## config.mk

```make
export PLATFORM = sky130hd
export DESIGN_NAME = scan_test_ctrl_flat
export DESIGN_NICKNAME = d
export VERILOG_FILES = /design/src/rtl/scan_test_ctrl_if.sv /design/src/rtl/scan_test_ctrl.sv /design/src/flat_wrapper.sv
export SDC_FILE = /design/constraint.sdc
export NUM_CORES = 1
export LEC_CHECK = 0
export CORE_MARGIN = 2
export CORE_UTILIZATION = 35
export DETAILED_ROUTE_END_ITERATION = 16
export GPL_TIMING_DRIVEN = 1
export PLACE_DENSITY = 0.65
export SLEW_MARGIN = 20
export SYNTH_ARGS = -nofsm -noshare
export SYNTH_HDL_FRONTEND = slang
export SYNTH_SLANG_ARGS = --single-unit
export TNS_END_PERCENT = 100
```

## constraint.sdc

```tcl
create_clock -name BrdClk -period 2.2 [get_ports BrdClk]
set_clock_uncertainty 0.05 [all_clocks]
set_input_delay 0.22 -clock BrdClk [delete_from_list [all_inputs] [get_ports BrdClk]]
set_output_delay 0.22 -clock BrdClk [all_outputs]
set_load 0.01 [all_outputs]
```

## src/rtl/scan_test_ctrl_if.sv

```systemverilog
// Link between the scan test controller and the 4-bit scan-chain up-counter:
// increment strobe, scan enable, serial scan-in and the chain's scan-out.
interface scan_test_ctrl_if;
    logic bIncrement;
    logic bScanEn;
    logic bScanIn;
    logic bScanOut;

    modport master (
        output bIncrement,
        output bScanEn,
        output bScanIn,
        input  bScanOut
    );

    modport slave (
        input  bIncrement,
        input  bScanEn,
        input  bScanIn,
        output bScanOut
    );
endinterface

```

## src/rtl/scan_test_ctrl.sv

```systemverilog
// Button debouncer/increment strobe and load/unload scan test sequencer
// for the scan-chain up-counter.
module scan_test_ctrl #(
    parameter int unsigned CHAIN_LEN       = 4,
    parameter int unsigned DEBOUNCE_CYCLES = 16
) (
    input  logic                 BrdClk,
    input  logic                 aReset_n,
    input  logic                 aButton,
    input  logic                 aStart,
    input  logic [CHAIN_LEN-1:0] aPattern,
    scan_test_ctrl_if.master     chain,
    output logic                 bBusy,
    output logic                 bDone,
    output logic                 bPass,
    output logic [CHAIN_LEN-1:0] bCapture
);

    localparam int unsigned CNT_W = (CHAIN_LEN > 1) ? $clog2(CHAIN_LEN) : 1;
    localparam int unsigned DB_W  = $clog2(DEBOUNCE_CYCLES);
    localparam logic [CNT_W-1:0] CNT_LAST = CNT_W'(CHAIN_LEN - 1);
    localparam logic [DB_W-1:0]  DB_LAST  = DB_W'(DEBOUNCE_CYCLES - 1);

    typedef enum logic [1:0] {IDLE, LOAD, UNLOAD, CHECK} state_t;

    // Asserts asynchronously, releases two BrdClk edges after aReset_n rises.
    logic [1:0] rst_sync_q;
    logic       rst_n;

    always_ff @(posedge BrdClk or negedge aReset_n) begin
        if (!aReset_n) rst_sync_q <= '0;
        else           rst_sync_q <= {rst_sync_q[0], 1'b1};
    end

    assign rst_n = rst_sync_q[1];

    logic [1:0] btn_sync_q;
    logic [1:0] start_sync_q;
    logic       start_prev_q;
    logic       start_edge;

    always_ff @(posedge BrdClk or negedge rst_n) begin
        if (!rst_n) begin
            btn_sync_q   <= '0;
            start_sync_q <= '0;
            start_prev_q <= 1'b0;
        end else begin
            btn_sync_q   <= {btn_sync_q[0], aButton};
            start_sync_q <= {start_sync_q[0], aStart};
            start_prev_q <= start_sync_q[1];
        end
    end

    assign start_edge = start_sync_q[1] & ~start_prev_q;

    logic            db_lvl_q, db_lvl_d;
    logic            db_prev_q;
    logic [DB_W-1:0] db_cnt_q, db_cnt_d;
    logic            db_rise;

    always_comb begin
        db_lvl_d = db_lvl_q;
        db_cnt_d = '0;
        if (btn_sync_q[1] != db_lvl_q) begin
            if (db_cnt_q == DB_LAST) db_lvl_d = btn_sync_q[1];
            else                     db_cnt_d = db_cnt_q + 1'b1;
        end
    end

    always_ff @(posedge BrdClk or negedge rst_n) begin
        if (!rst_n) begin
            db_lvl_q  <= 1'b0;
            db_prev_q <= 1'b0;
            db_cnt_q  <= '0;
        end else begin
            db_lvl_q  <= db_lvl_d;
            db_prev_q <= db_lvl_q;
            db_cnt_q  <= db_cnt_d;
        end
    end

    assign db_rise = db_lvl_q & ~db_prev_q;

    state_t               state_q;
    logic [CNT_W-1:0]     cnt_q;
    logic [CHAIN_LEN-1:0] pat_q;
    logic [CHAIN_LEN-1:0] sh_q;
    logic [CHAIN_LEN-1:0] cap_q;
    logic [CHAIN_LEN-1:0] capture_q;
    logic                 inc_q, scan_en_q, scan_in_q, busy_q, done_q, pass_q;

    // Outputs are registered one state ahead: sh_q holds the pattern already
    // advanced by the MSB that leaves on the start edge.
    always_ff @(posedge BrdClk or negedge rst_n) begin
        if (!rst_n) begin
            state_q   <= IDLE;
            cnt_q     <= '0;
            pat_q     <= '0;
            sh_q      <= '0;
            cap_q     <= '0;
            capture_q <= '0;
            inc_q     <= 1'b0;
            scan_en_q <= 1'b0;
            scan_in_q <= 1'b0;
            busy_q    <= 1'b0;
            done_q    <= 1'b0;
            pass_q    <= 1'b0;
        end else begin
            inc_q  <= 1'b0;
            done_q <= 1'b0;
            case (state_q)
                IDLE: begin
                    scan_en_q <= 1'b0;
                    scan_in_q <= 1'b0;
                    busy_q    <= 1'b0;
                    if (start_edge) begin
                        pat_q     <= aPattern;
                        sh_q      <= {aPattern[CHAIN_LEN-2:0], 1'b0};
                        scan_in_q <= aPattern[CHAIN_LEN-1];
                        scan_en_q <= 1'b1;
                        busy_q    <= 1'b1;
                        cnt_q     <= '0;
                        state_q   <= LOAD;
                    end else if (db_rise) begin
                        inc_q <= 1'b1;
                    end
                end
                LOAD: begin
                    sh_q <= {sh_q[CHAIN_LEN-2:0], 1'b0};
                    if (cnt_q == CNT_LAST) begin
                        cnt_q     <= '0;
                        scan_in_q <= 1'b0;
                        state_q   <= UNLOAD;
                    end else begin
                        cnt_q     <= cnt_q + 1'b1;
                        scan_in_q <= sh_q[CHAIN_LEN-1];
                    end
                end
                UNLOAD: begin
                    cap_q <= {cap_q[CHAIN_LEN-2:0], chain.bScanOut};
                    if (cnt_q == CNT_LAST) begin
                        cnt_q     <= '0;
                        scan_en_q <= 1'b0;
                        state_q   <= CHECK;
                    end else begin
                        cnt_q <= cnt_q + 1'b1;
                    end
                end
                CHECK: begin
                    capture_q <= cap_q;
                    pass_q    <= (cap_q == pat_q);
                    done_q    <= 1'b1;
                    busy_q    <= 1'b0;
                    state_q   <= IDLE;
                end
                default: state_q <= IDLE;
            endcase
        end
    end

    assign chain.bIncrement = inc_q;
    assign chain.bScanEn    = scan_en_q;
    assign chain.bScanIn    = scan_in_q;
    assign bBusy            = busy_q;
    assign bDone            = done_q;
    assign bPass            = pass_q;
    assign bCapture         = capture_q;

endmodule

```

## src/flat_wrapper.sv

```systemverilog
// flat-port wrapper written by rule: the top's interface ports become plain ports
module scan_test_ctrl_flat 
#(
    parameter int unsigned CHAIN_LEN       = 4,
    parameter int unsigned DEBOUNCE_CYCLES = 16
)
  (BrdClk, aReset_n, aButton, aStart, aPattern, bBusy, bDone, bPass, bCapture, chain_bIncrement, chain_bScanEn, chain_bScanIn, chain_bScanOut);
  scan_test_ctrl_if chain_i ();
  input  logic BrdClk;
  input  logic aReset_n;
  input  logic aButton;
  input  logic aStart;
  input  logic [CHAIN_LEN-1:0] aPattern;
  output logic bBusy;
  output logic bDone;
  output logic bPass;
  output logic [CHAIN_LEN-1:0] bCapture;
  output wire logic [$bits(chain_i.bIncrement)-1:0] chain_bIncrement;
  output wire logic [$bits(chain_i.bScanEn)-1:0] chain_bScanEn;
  output wire logic [$bits(chain_i.bScanIn)-1:0] chain_bScanIn;
  input wire logic [$bits(chain_i.bScanOut)-1:0] chain_bScanOut;
  assign chain_bIncrement = chain_i.bIncrement;
  assign chain_bScanEn = chain_i.bScanEn;
  assign chain_bScanIn = chain_i.bScanIn;
  assign chain_i.bScanOut = chain_bScanOut;
  scan_test_ctrl #(.CHAIN_LEN(CHAIN_LEN), .DEBOUNCE_CYCLES(DEBOUNCE_CYCLES)) u_core (.BrdClk(BrdClk), .aReset_n(aReset_n), .aButton(aButton), .aStart(aStart), .aPattern(aPattern), .chain(chain_i), .bBusy(bBusy), .bDone(bDone), .bPass(bPass), .bCapture(bCapture));
endmodule
```

### Yosys cells after proc, flatten, opt, wreduce, memory -nomap -nowiden

Index checks and enable logic that the tools add are counted.

| cells by class | value |
|---|---|
| equal/unequal tests | 10 |
| bitwise gates (word level) | 4 |
| multiplexer cells | 22 |
| reduce and logical (&&, ||, !) cells | 12 |
| $add $sub $neg | 2 |

Operators by type and width:

| operator | number |
|---|---|
| $mux W4 | 3 |
| $mux W2 | 5 |
| $reduce_and A2 Y1 | 5 |
| $mux W1 | 8 |
| $pmux W2 S4 | 1 |
| $pmux W4 S2 | 1 |
| $reduce_bool A2 Y1 | 4 |
| $eq A2 B2 Y1 const B | 3 |
| $ne A2 B1 Y1 const B | 3 |
| $pmux W1 S2 | 3 |
| $add A4 B1 Y4 const B | 1 |
| $eq A4 B4 Y1 | 1 |
| $eq A4 B4 Y1 const B | 1 |
| $pmux W2 S2 | 1 |
| $reduce_and A3 Y1 | 1 |
| $add A2 B1 Y2 const B | 1 |
| $and A1 B1 Y1 | 2 |
| $eq A2 B1 Y1 const B | 1 |
| $logic_not A2 Y1 | 1 |
| $not A1 Y1 | 2 |
| $reduce_or A2 Y1 | 1 |
| $ne A1 B1 Y1 | 1 |

| word-level totals | value |
|---|---|
| output and inout port bits | 10 |
| input port bits | 9 |
| word-level logic and storage cells | 69 |
| register bits | 39 |

### Logic depth before layout (Yosys ltp)

Gate-level depths: netlist of the first run.

| depth | value |
|---|---|
| depth in word-level cells | 5 |
| depth in mapped cells | 6 |
| depth with buffers taken out | 5 |

### Worst setup path after synthesis of the first run

No wires, ideal clock.

| path | value |
|---|---|
| path kind | reg2reg |
| start point | register u_core.state_q[0] |
| end point | register u_core.state_q[1] |
| period minus slack after synthesis | 1,560 ps |
| path buffers | 1 |
| setup slack | 640 ps |
| arrival | 1,382 ps |
| stages on the path, launching flop included | 7 |
| required time | 2,022 ps |
| setup time | 128 ps |
| cell sequence | dfrtp_1 > inv_1 > ha_1 > buf_2 > nor2_1 > a2bb2oi_1 > mux2_1 |

| on the way | value |
|---|---|
| cells in the longest elaborated chain, start to end | 3 |
| elaborated cells on any way between the ends | 9 |
| classes of those cells | 6 x eq/ne; 1 x mux; 2 x reduce/logical |

Ends and longest elaborated chain:

| item | line | text |
|---|---|---|
| start, declared | scan_test_ctrl.sv:84 | `state_t state_q;` |
| start signal, assigned | scan_test_ctrl.sv:96 | `state_q <= IDLE;` |
| start signal, assigned | scan_test_ctrl.sv:123 | `state_q <= LOAD;` |
| start signal, assigned | scan_test_ctrl.sv:133 | `state_q <= UNLOAD;` |
| $eq A2 B1 Y1 (tied with other cells) | scan_test_ctrl.sv:111 | `case (state_q)` |
| $ne A2 B1 Y1 (no source line) | -- |  |
| $reduce_and A3 Y1 (no source line) | -- |  |

Several ways; a longest one is shown, not always the timed one.
A chain may end at the register's enable or synchronous reset.

### Worst setup path after layout of the first run

| path | value |
|---|---|
| start point | register u_core.state_q[1] |
| end point | register u_core.pat_q[0] |

| on the way | value |
|---|---|
| cells in the longest elaborated chain, start to end | 2 |

Ends and longest elaborated chain:

| item | line | text |
|---|---|---|
| $logic_not A2 Y1 | scan_test_ctrl.sv:111 |  |
| $reduce_and A2 Y1 (no source line) | -- |  |
| end signal, assigned | scan_test_ctrl.sv:117 | `pat_q <= aPattern;` |
| end, declared | scan_test_ctrl.sv:86 | `logic [CHAIN_LEN-1:0] pat_q;` |

Every way passes these cells.

==> results of run 1 <==
[layout by cell type (no fill, tap or decap), types with 3 or more instances in the layout]
cell	netlist	routed
a21oi_1	3	3
clkbuf_8	0	6
clkdlybuf4s50_1	0	18
dfrtp_1	38	38
ha_1	6	6
inv_1	3	3
mux2_1	6	6
mux2_2	11	11
mux2i_1	4	4
nand2_1	3	3
nand3_1	3	3
nand3b_1	3	3
nor2_1	3	3
o22ai_1	4	4
xor2_1	4	4
[through the flow]
stage | worst slack, ns | hold WS (ns)
CTS | 0.350 | 0.0329
global placement | 0.489 | 0.232
floorplan | 0.640 | -0.126
detailed placement | 0.367 | 0.246
global route | 0.240 | 0.0297
finish | 0.351 | 0.0423
[how the worst min path moves through the flow]
stage | start | endpoint | slack, ns | cells after the start
floorplan | aReset_n | u_core.rst_sync_q[0] | -0.13 | 0
global placement | u_core.rst_sync_q[1] | u_core.start_sync_q[0] | 0.23 | 1
detailed placement | u_core.rst_sync_q[1] | u_core.start_prev_q | 0.25 | 1
CTS | aReset_n | u_core.rst_sync_q[0] | 0.03 | 1
global route | aReset_n | u_core.rst_sync_q[0] | 0.03 | 1
finish | aReset_n | u_core.rst_sync_q[0] | 0.04 | 1
[cells by family after synthesis]
family / Yosys count / synth area share, %
fa+ha+maj: 6 / 4.64
xor+xnor: 6 / 3.25
other cells: 1 / 0.232
mux: 21 / 14.3
buf+inv: 9 / 2.70
compound gates: 18 / 8.04
flops: 38 / 58.7
simple gates: 22 / 8.11
[flip-flops by register name, indices dropped and copies added, names as in the netlist, 2 cells and up]
register and count:
u_core.cnt_q 2, u_core.state_q 2, u_core.start_sync_q 2, u_core.btn_sync_q 2, u_core.rst_sync_q 2, u_core.cap_q 4, u_core.bCapture 4, u_core.db_cnt_q 4
u_core.pat_q 4, u_core.sh_q 3
[power by group through the flow]
stage	clock network [mW]	logic (mW)	registers, mW
2_1_floorplan	0	0.717	1.12
3_3_place_gp	0	0.972	1.10
3_5_place_dp	0	1.01	1.12
4_1_cts	0.500	1.02	1.10
5_1_grt	0.534	1.11	1.13
6_report	0.478	1.01	1.10
[routing by layer]
layer,track usage (%),wire length (um),share of wire (%)
met5,0,0,0
met4,3.14,12,0.44
met3,5.28,107,3.9
met2,18.3,1390,50
met1,15.3,1250,45
[layout make-up]
type                    instances  share of cell area (%)
clock buffers                   7                    4.47
clock inverters                 1                   0.259
inverters                       3                   0.583
multi-input cells              74                    32.3
flip-flops and latches         38                    49.3
well taps                      52                    3.37
repair buffers                 19                    9.72
==> flow_metrics.py, run 1 <==
metrics = {
    "sta": {
        "final_period_utilization_pct": 84.1,
        "setup_viol": 0,
        "grt_setup_unrepaired": "false",
        "timing.final.max_slew_violations": 0,
        "final.min_clock_period_ns": 1.85,
        "worst_slew_margin_rel_pct": 62.1,
        "timing.setup.tns_ns": 0,
        "final-hold-violation-count": 0,
        "fmaxAchievable_ghz": 0.541,
        "timing_worst_slew_pin_value_ns": 0.569,
    },
    "logic_synthesis": {
        "synthesis.nets": 136,
        "postSynthRegisterBits": 38,
        "top_cell_type_s_share_of_synthesized_area_pct": 58.7,
        "proportion_of_register_bits_with_asynchronous_set_or_reset_after_synthesis_pct": 100,
        "yosys_most_used_dff": "dfrtp_1",
        "synth-edff-count": 0,
        "post_syn_area_mm2": 0.00162,
        "synth.avg_cell_area_um2": 13.4,
        "synth.cells.most_frequent": "dfrtp_1 (38), mux2_2 (11), ha_1 (6), mux2_1 (6)",
        "synth-seq-area-share_pct": 58.7,
        "synth_cell_types": 34,
        "post-synth-top-area-cell": "dfrtp_1",
        "synth.area.top_cells": "dfrtp_1 (59%), mux2_2 (7.7%), ha_1 (4.6%)",
        "yosys.cell_count.top_type": "dfrtp_1",
        "netlist_instances": 121,
        "synth_warnings": 0,
    },
    "final_layout": {
        "n_fill_cell": 410,
        "finish.cell_count_without_fillers": 194,
        "insertedDiodeCount": 0,
        "layout.area.seq_um2": 951,
        "layout.cell_area.non_filler_mm2": 0.00193,
        "layout-drive-gt1-share_pct": 14.1,
        "multi_input_area_um2": 624,
        "design.final.nets": 156,
        "area_growth_syn_to_layout_pct": 19.2,
        "utilization_pct": 43.7,
    },
    "global_routing": {
        "grt_first_pass_wirelength_mm": 4.68,
        "grt_start_max_net_pins": 37,
        "globalRoute.totalOverflow": 0,
        "first_global_vias": 1022,
        "number_of_antenna_violations_at_the_first_check_in_global_routing": 0,
        "grt_util_all_layers_pct": 11.8,
    },
    "cts": {
        "cts_setup_buffers": 0,
        "tritoncts_buffers": 5,
        "cts.sinks": 38,
        "cts_tree": "yes",
        "source_to_sink_clock_delay_at_the_later_pin_of_the_worst_skew_pair_ns": 0.28,
        "holdBufCountCts": 0,
        "cts.reportedPaths.clkPinSlew_ns": 0.07,
        "htree_levels": 2,
        "clock-root-buffer": "clkbuf_8",
        "cts.repair.resized": 0,
        "cts_max_path_buffers": 2,
    },
    "critical_path": {
        "regToRegStartpoint": "u_core.state_q[1]",
        "slowest_stage": "ha_1",
        "worstSetupPathDepth": 4,
        "critical_path.reg2reg.endpoint": "u_core.pat_q[0]",
        "critical_path.startpoint_type": "flop",
        "crit_required_ns": 2.31,
        "timing.critical_path.to": "u_core.pat_q[0]",
        "rr_worst_depth": 4,
        "critPathLaunch": "u_core.state_q[1]",
        "timing.critical_path.to_type": "flop",
        "cp.buffers_inverters": 1,
        "setup_slack_of_the_worst_register_to_register_path_ns": 0.35,
        "path_cells": "inv_1 > ha_1 > nand2_1 > mux2_1",
        "worstPathArrival_ns": 1.96,
        "critical_path.max_stage_delay_ns": 0.53,
        "delay_heaviest_family_cp": "adder cells",
        "largest_fanout_on_the_critical_path": 15,
        "timing.setup.critical_path_class": "flop to flop",
    },
    "power_and_ir_drop": {
        "design_power_total_mw": 2.59,
        "seq_pwr_share_pct": 42.6,
        "comb_pwr_share_pct": 38.9,
        "cellPowerDensity_mw_per_mm2": 1340,
        "max_ir_drop_vdd_mv": 0.483,
        "clockPowerShare_pct": 18.5,
        "netSwitchingPower_mw": 0.840,
        "power_switching_share_pct": 32.5,
        "power_report.internal_total_mw": 1.75,
        "p_leak_nw": 0.843,
    },
    "placement": {
        "gp_routability_congestion": 0.768,
        "post-place-cells": 186,
        "place.port_buffers": 18,
        "postPlaceCellArea_mm2": 0.00184,
        "detailedPlacementHpwl_mm": 2.00,
    },
    "floorplanning": {
        "coreArea_mm2": 0.00441,
        "io_pins": 19,
        "die-height_um": 72.0,
        "dieWidth_um": 72.0,
        "die-area_mm2": 0.00519,
        "starting_density_of_the_core_pct": 36.7,
        "rows": 24,
    },
    "route": {
        "vias": 969,
        "remaining_drc_errors": 0,
        "final_antenna_net_count": 0,
        "dr.first_iter.drc_count": 48,
        "vias_per_cell": 4.99,
        "drt-pass1-iter-count": 4,
        "finalWirelength_mm": 2.76,
        "wl_per_cell_um": 14.2,
    },
    "worst_hold_path": {
        "worstHoldPathType": "primary input to asynchronous set/reset pin",
    },
    "run_status": {
        "outcome": "completed",
    },
    "run": {
        "timing.max_cap.violations": 0,
    },
}
Note: power is estimated with default switching activity, not from simulation.
==> inputs of run 2 (changes only) <==
clock period = 1.9 ns   (was 2.2 ns; I/O delays follow)
==> run 2 against run 1 <==
  * Hold slack improved by 0.19 ns
  * Count of clock-buffer cells in the layout fell by 1
  * Die area did not move
  * Register-to-register slack got worse by 0.15 ns
  * Largest cell class unchanged
  * Highest routed layer unchanged
==> flow_metrics.py, run 2 (synthesis gave the netlist of run 1 again) <==
metrics = {
    "route": {
        "final_antenna_net_count": 0,
        "dr.first_iter.drc_count": 114,
        "vias_per_cell": 5.14,
        "remaining_drc_errors": 0,
        "vias": 1008,
        "drt-pass1-iter-count": 4,
        "finalWirelength_mm": 2.85,
        "wl_per_cell_um": 14.5,
    },
    "cts": {
        "cts.repair.resized": 0,
        "cts.reportedPaths.clkPinSlew_ns": 0.08,
        "clock-root-buffer": "clkbuf_8",
        "cts_tree": "yes",
        "cts.sinks": 38,
        "holdBufCountCts": 1,
        "tritoncts_buffers": 5,
        "source_to_sink_clock_delay_at_the_later_pin_of_the_worst_skew_pair_ns": 0.30,
        "cts_max_path_buffers": 2,
        "cts_setup_buffers": 0,
        "htree_levels": 2,
    },
    "sta": {
        "grt_setup_unrepaired": "false",
        "fmaxAchievable_ghz": 0.590,
        "timing.final.max_slew_violations": 0,
        "timing.setup.tns_ns": 0,
        "setup_viol": 0,
        "final.min_clock_period_ns": 1.70,
        "final_period_utilization_pct": 89.3,
        "final-hold-violation-count": 0,
    },
    "critical_path": {
        "largest_fanout_on_the_critical_path": 9,
        "critical_path.max_stage_delay_ns": 0.45,
        "path_cells": "inv_1 > ha_1 > or3b_4 > a2bb2oi_1 > mux2i_1",
        "critical_path.startpoint_type": "flop",
        "delay_heaviest_family_cp": "simple AND/OR/NAND/NOR gates",
        "worstPathArrival_ns": 1.86,
        "cp.buffers_inverters": 1,
        "regToRegStartpoint": "u_core.state_q[1]",
        "worstSetupPathDepth": 5,
        "setup_slack_of_the_worst_register_to_register_path_ns": 0.20,
        "slowest_stage": "or3b_4",
        "rr_worst_depth": 5,
        "timing.critical_path.to_type": "flop",
        "crit_required_ns": 2.06,
        "timing.setup.critical_path_class": "flop to flop",
        "critical_path.reg2reg.endpoint": "u_core.sh_q[1]",
    },
    "run": {
        "timing.max_cap.violations": 0,
    },
    "global_routing": {
        "globalRoute.totalOverflow": 0,
        "first_global_vias": 1016,
        "grt_first_pass_wirelength_mm": 4.86,
        "grt_util_all_layers_pct": 12.6,
        "grt_start_max_net_pins": 37,
        "number_of_antenna_violations_at_the_first_check_in_global_routing": 0,
    },
    "floorplanning": {
        "io_pins": 19,
        "starting_density_of_the_core_pct": 36.7,
        "die-area_mm2": 0.00519,
        "coreArea_mm2": 0.00441,
        "dieWidth_um": 72.0,
        "rows": 24,
        "die-height_um": 72.0,
    },
    "placement": {
        "gp_routability_congestion": 0.819,
        "postPlaceCellArea_mm2": 0.00185,
        "detailedPlacementHpwl_mm": 2.05,
        "place.port_buffers": 18,
    },
    "worst_hold_path": {
        "worstHoldPathType": "flop to asynchronous set/reset pin",
    },
    "final_layout": {
        "area_growth_syn_to_layout_pct": 20.6,
        "layout.area.seq_um2": 951,
        "insertedDiodeCount": 0,
        "layout.cell_area.non_filler_mm2": 0.00195,
        "multi_input_area_um2": 624,
        "most_common_cell_after_layout_fill_and_taps_aside": "dfrtp_1",
        "layout_common_cells": "dfrtp_1 (38), clkdlybuf4s50_1 (18), mux2_2 (11)",
        "design.final.nets": 158,
        "n_fill_cell": 401,
        "layout-drive-gt1-share_pct": 15.3,
    },
    "run_status": {
        "outcome": "completed",
    },
    "power_and_ir_drop": {
        "max_ir_drop_vdd_mv": 0.584,
        "p_leak_nw": 0.851,
        "cellPowerDensity_mw_per_mm2": 1560,
    },
}
-- run 2: changes by cell type in the layout (fill, tap and decap cells not counted), sizes merged --
cell,before,now
clkbuf,7,6
buf,1,2
dlygate4sd3,0,1
clkinvlp,0,1
-- run 2: metal layers --
layer	vias to the layer above	track usage (%)	routed length, um
met2	23	19.3	1410
met4	0	6.29	46
met1	506	16.1	1290
met3	5	4.17	106
li1	474	-	-
met5	-	0	0
-- run 2: power breakdown --
| part | total (mW) | internal (mW) | leakage, nW | switching (mW) |
|---|---|---|---|---|
| Clock | 0.576 | 0.291 | 0.0472 | 0.285 |
| Sequential | 1.27 | 1.08 | 0.468 | 0.195 |
| Combinational | 1.19 | 0.666 | 0.336 | 0.526 |
| Total | 3.04 | 2.03 | 0.851 | 1.00 |
-- run 2: through the flow --
stage / worst slack [ns] / utilization, % / power, mW / instances / hold slack [ns]
after detailed placement: 0.232 / 41.8 / 2.49 / 187 / 0.263
after global placement: 0.340 / 41.8 / 2.41 / 187 / 0.232
final: 0.204 / 44.2 / 3.04 / 196 / 0.237
after floorplan: 0.340 / - / 2.12 / 121 / -0.156
after CTS: 0.212 / 44.2 / 3.07 / 196 / 0.268
after global routing: 0.102 / 44.2 / 3.27 / 196 / 0.272
-- run 2: layout make-up --
class                           instances  area share [%]
Tap cell                               52            3.33
Sequential cell                        38            48.7
Multi-Input combinational cell         74            32.0
Inverter                                3           0.577
Timing Repair Buffer                   21            10.5
Clock inverter                          2           0.641
Clock buffer                            6            4.23
-- run 2: how the worst max path moves through the flow --
stage | start | endpoint | slack (ns)
2_1_floorplan | u_core.state_q[0] | u_core.state_q[1] | 0.34
3_3_place_gp | u_core.state_q[0] | u_core.state_q[1] | 0.34
3_5_place_dp | u_core.state_q[0] | u_core.state_q[1] | 0.23
4_1_cts | u_core.state_q[1] | u_core.sh_q[1] | 0.21
5_1_grt | u_core.state_q[0] | u_core.state_q[1] | 0.10
6_report | u_core.state_q[1] | u_core.sh_q[1] | 0.20
==> inputs of run 3 (changes only) <==
REMOVE_ABC_BUFFERS = 1   (was not set)
SKIP_LAST_GASP = 1   (was not set)
==> run 3 against run 2 <==
  * Fmax increased by 0.54%
  * First-iteration DRC count fell by 75%
  * Hold slack worse by 0.22 ns
  * Flip-flop and latch count did not move
  * Combinational power barely moved
  * Largest cell class unchanged
  * Largest power group unchanged
==> flow_metrics.py, run 3 (synthesis gave the netlist of run 1 again) <==
metrics = {
    "route": {
        "dr.first_iter.drc_count": 29,
        "final_antenna_net_count": 0,
        "wl_per_cell_um": 14.4,
        "remaining_drc_errors": 0,
        "vias": 999,
        "finalWirelength_mm": 2.81,
        "vias_per_cell": 5.12,
        "drt-pass1-iter-count": 6,
    },
    "power_and_ir_drop": {
        "p_leak_nw": 0.848,
        "max_ir_drop_vdd_mv": 0.579,
        "design_power_total_mw": 3.02,
        "cellPowerDensity_mw_per_mm2": 1560,
    },
    "floorplanning": {
        "io_pins": 19,
        "starting_density_of_the_core_pct": 36.7,
        "die-height_um": 72.0,
        "die-area_mm2": 0.00519,
        "dieWidth_um": 72.0,
        "rows": 24,
        "coreArea_mm2": 0.00441,
    },
    "cts": {
        "cts.reportedPaths.clkPinSlew_ns": 0.08,
        "cts.sinks": 38,
        "htree_levels": 2,
        "source_to_sink_clock_delay_at_the_later_pin_of_the_worst_skew_pair_ns": 0.29,
        "cts.repair.resized": 0,
        "clock-root-buffer": "clkbuf_8",
        "tritoncts_buffers": 5,
        "cts_max_path_buffers": 2,
        "holdBufCountCts": 0,
        "cts_setup_buffers": 0,
        "cts_tree": "yes",
    },
    "critical_path": {
        "regToRegStartpoint": "u_core.state_q[0]",
        "crit_required_ns": 2.02,
        "worstSetupPathDepth": 5,
        "setup_slack_of_the_worst_register_to_register_path_ns": 0.21,
        "worstPathArrival_ns": 1.81,
        "largest_fanout_on_the_critical_path": 8,
        "slowest_stage": "dfrtp_1",
        "timing.critical_path.to_type": "flop",
        "critical_path.reg2reg.endpoint": "u_core.state_q[1]",
        "cp.buffers_inverters": 1,
        "path_cells": "inv_1 > ha_1 > nor2_1 > a2bb2oi_1 > mux2_1",
        "delay_heaviest_family_cp": "flip-flops",
        "rr_worst_depth": 5,
        "critPathLaunch": "u_core.state_q[0]",
        "timing.setup.critical_path_class": "flop to flop",
        "critical_path.startpoint_type": "flop",
        "timing.critical_path.to": "u_core.state_q[1]",
        "critical_path.max_stage_delay_ns": 0.40,
    },
    "sta": {
        "timing.setup.tns_ns": 0,
        "timing.final.max_slew_violations": 0,
        "grt_setup_unrepaired": "false",
        "final-hold-violation-count": 0,
        "final.min_clock_period_ns": 1.69,
        "setup_viol": 0,
        "layout_setup_ws_ns": 0.213,
        "final_period_utilization_pct": 88.8,
        "fmaxAchievable_ghz": 0.593,
    },
    "global_routing": {
        "globalRoute.totalOverflow": 0,
        "grt_first_pass_wirelength_mm": 4.85,
        "number_of_antenna_violations_at_the_first_check_in_global_routing": 0,
        "grt_start_max_net_pins": 37,
        "grt_util_all_layers_pct": 12.2,
        "first_global_vias": 1029,
    },
    "final_layout": {
        "multi_input_area_um2": 624,
        "insertedDiodeCount": 0,
        "utilization_pct": 43.9,
        "design.final.nets": 157,
        "layout.area.seq_um2": 951,
        "n_fill_cell": 407,
        "layout-drive-gt1-share_pct": 14.7,
        "layout_common_cells": "dfrtp_1 (38), clkdlybuf4s50_1 (18), mux2_2 (11)",
        "area_growth_syn_to_layout_pct": 19.7,
        "most_common_cell_after_layout_fill_and_taps_aside": "dfrtp_1",
    },
    "placement": {
        "gp_routability_congestion": 0.687,
        "pre_cts_slack_ns": 0.225,
        "detailedPlacementHpwl_mm": 1.99,
        "place.port_buffers": 18,
    },
    "worst_hold_path": {
        "worstHoldPathType": "primary input to asynchronous set/reset pin",
    },
    "run_status": {
        "outcome": "completed",
    },
    "run": {
        "timing.max_cap.violations": 0,
    },
}
run 3: cell types whose count changed in the layout (fill, tap and decap cells not counted), sizes merged:
cell	delta
clkinvlp	-1
clkbuf	+1
dlygate4sd3	-1
run 3: how the worst min path moves through the flow:
stage / from / end / depth (start not counted)
finish: aReset_n / u_core.rst_sync_q[0] / 1
CTS: aReset_n / u_core.rst_sync_q[0] / 1
detailed placement: u_core.rst_sync_q[1] / u_core.btn_sync_q[0] / 1
global placement: u_core.rst_sync_q[1] / u_core.btn_sync_q[1] / 1
global route: aReset_n / u_core.rst_sync_q[0] / 1
floorplan: aReset_n / u_core.rst_sync_q[0] / 0
run 3: routing by layer:
metal | GRT usage [%] | vias up | routed length, um | part of all wire [%]
met4 | 6.29 | 0 | 55 | 2.0
li1 | - | 470 | - | -
met2 | 18.9 | 26 | 1350 | 48
met3 | 3.33 | 7 | 110 | 3.9
met1 | 15.7 | 496 | 1290 | 46
met5 | 0 | - | 0 | 0
run 3: final cells by class:
| type | instances | area share, % |
|---|---|---|
| clock inverter | 1 | 0.258 |
| timing repair buffer | 20 | 10.1 |
| inverter | 3 | 0.581 |
| sequential | 38 | 49.1 |
| tap | 52 | 3.36 |
| multi-input combinational | 74 | 32.2 |
| clock buffer | 7 | 4.45 |
run 3: report_power, final:
part           internal (mW)  total [mW]  switching, mW
logic                  0.665        1.18          0.518
clock network          0.293       0.561          0.269
registers               1.08        1.28          0.199
run 3: through the flow:
step	hold slack (ns)	std cells	area, um2
floorplan	-0.156	115	1590
global placement	0.235	187	1850
detailed placement	0.250	187	1850
CTS	0.00755	195	1940
global route	0.00476	195	1940
finish	0.0120	195	1940
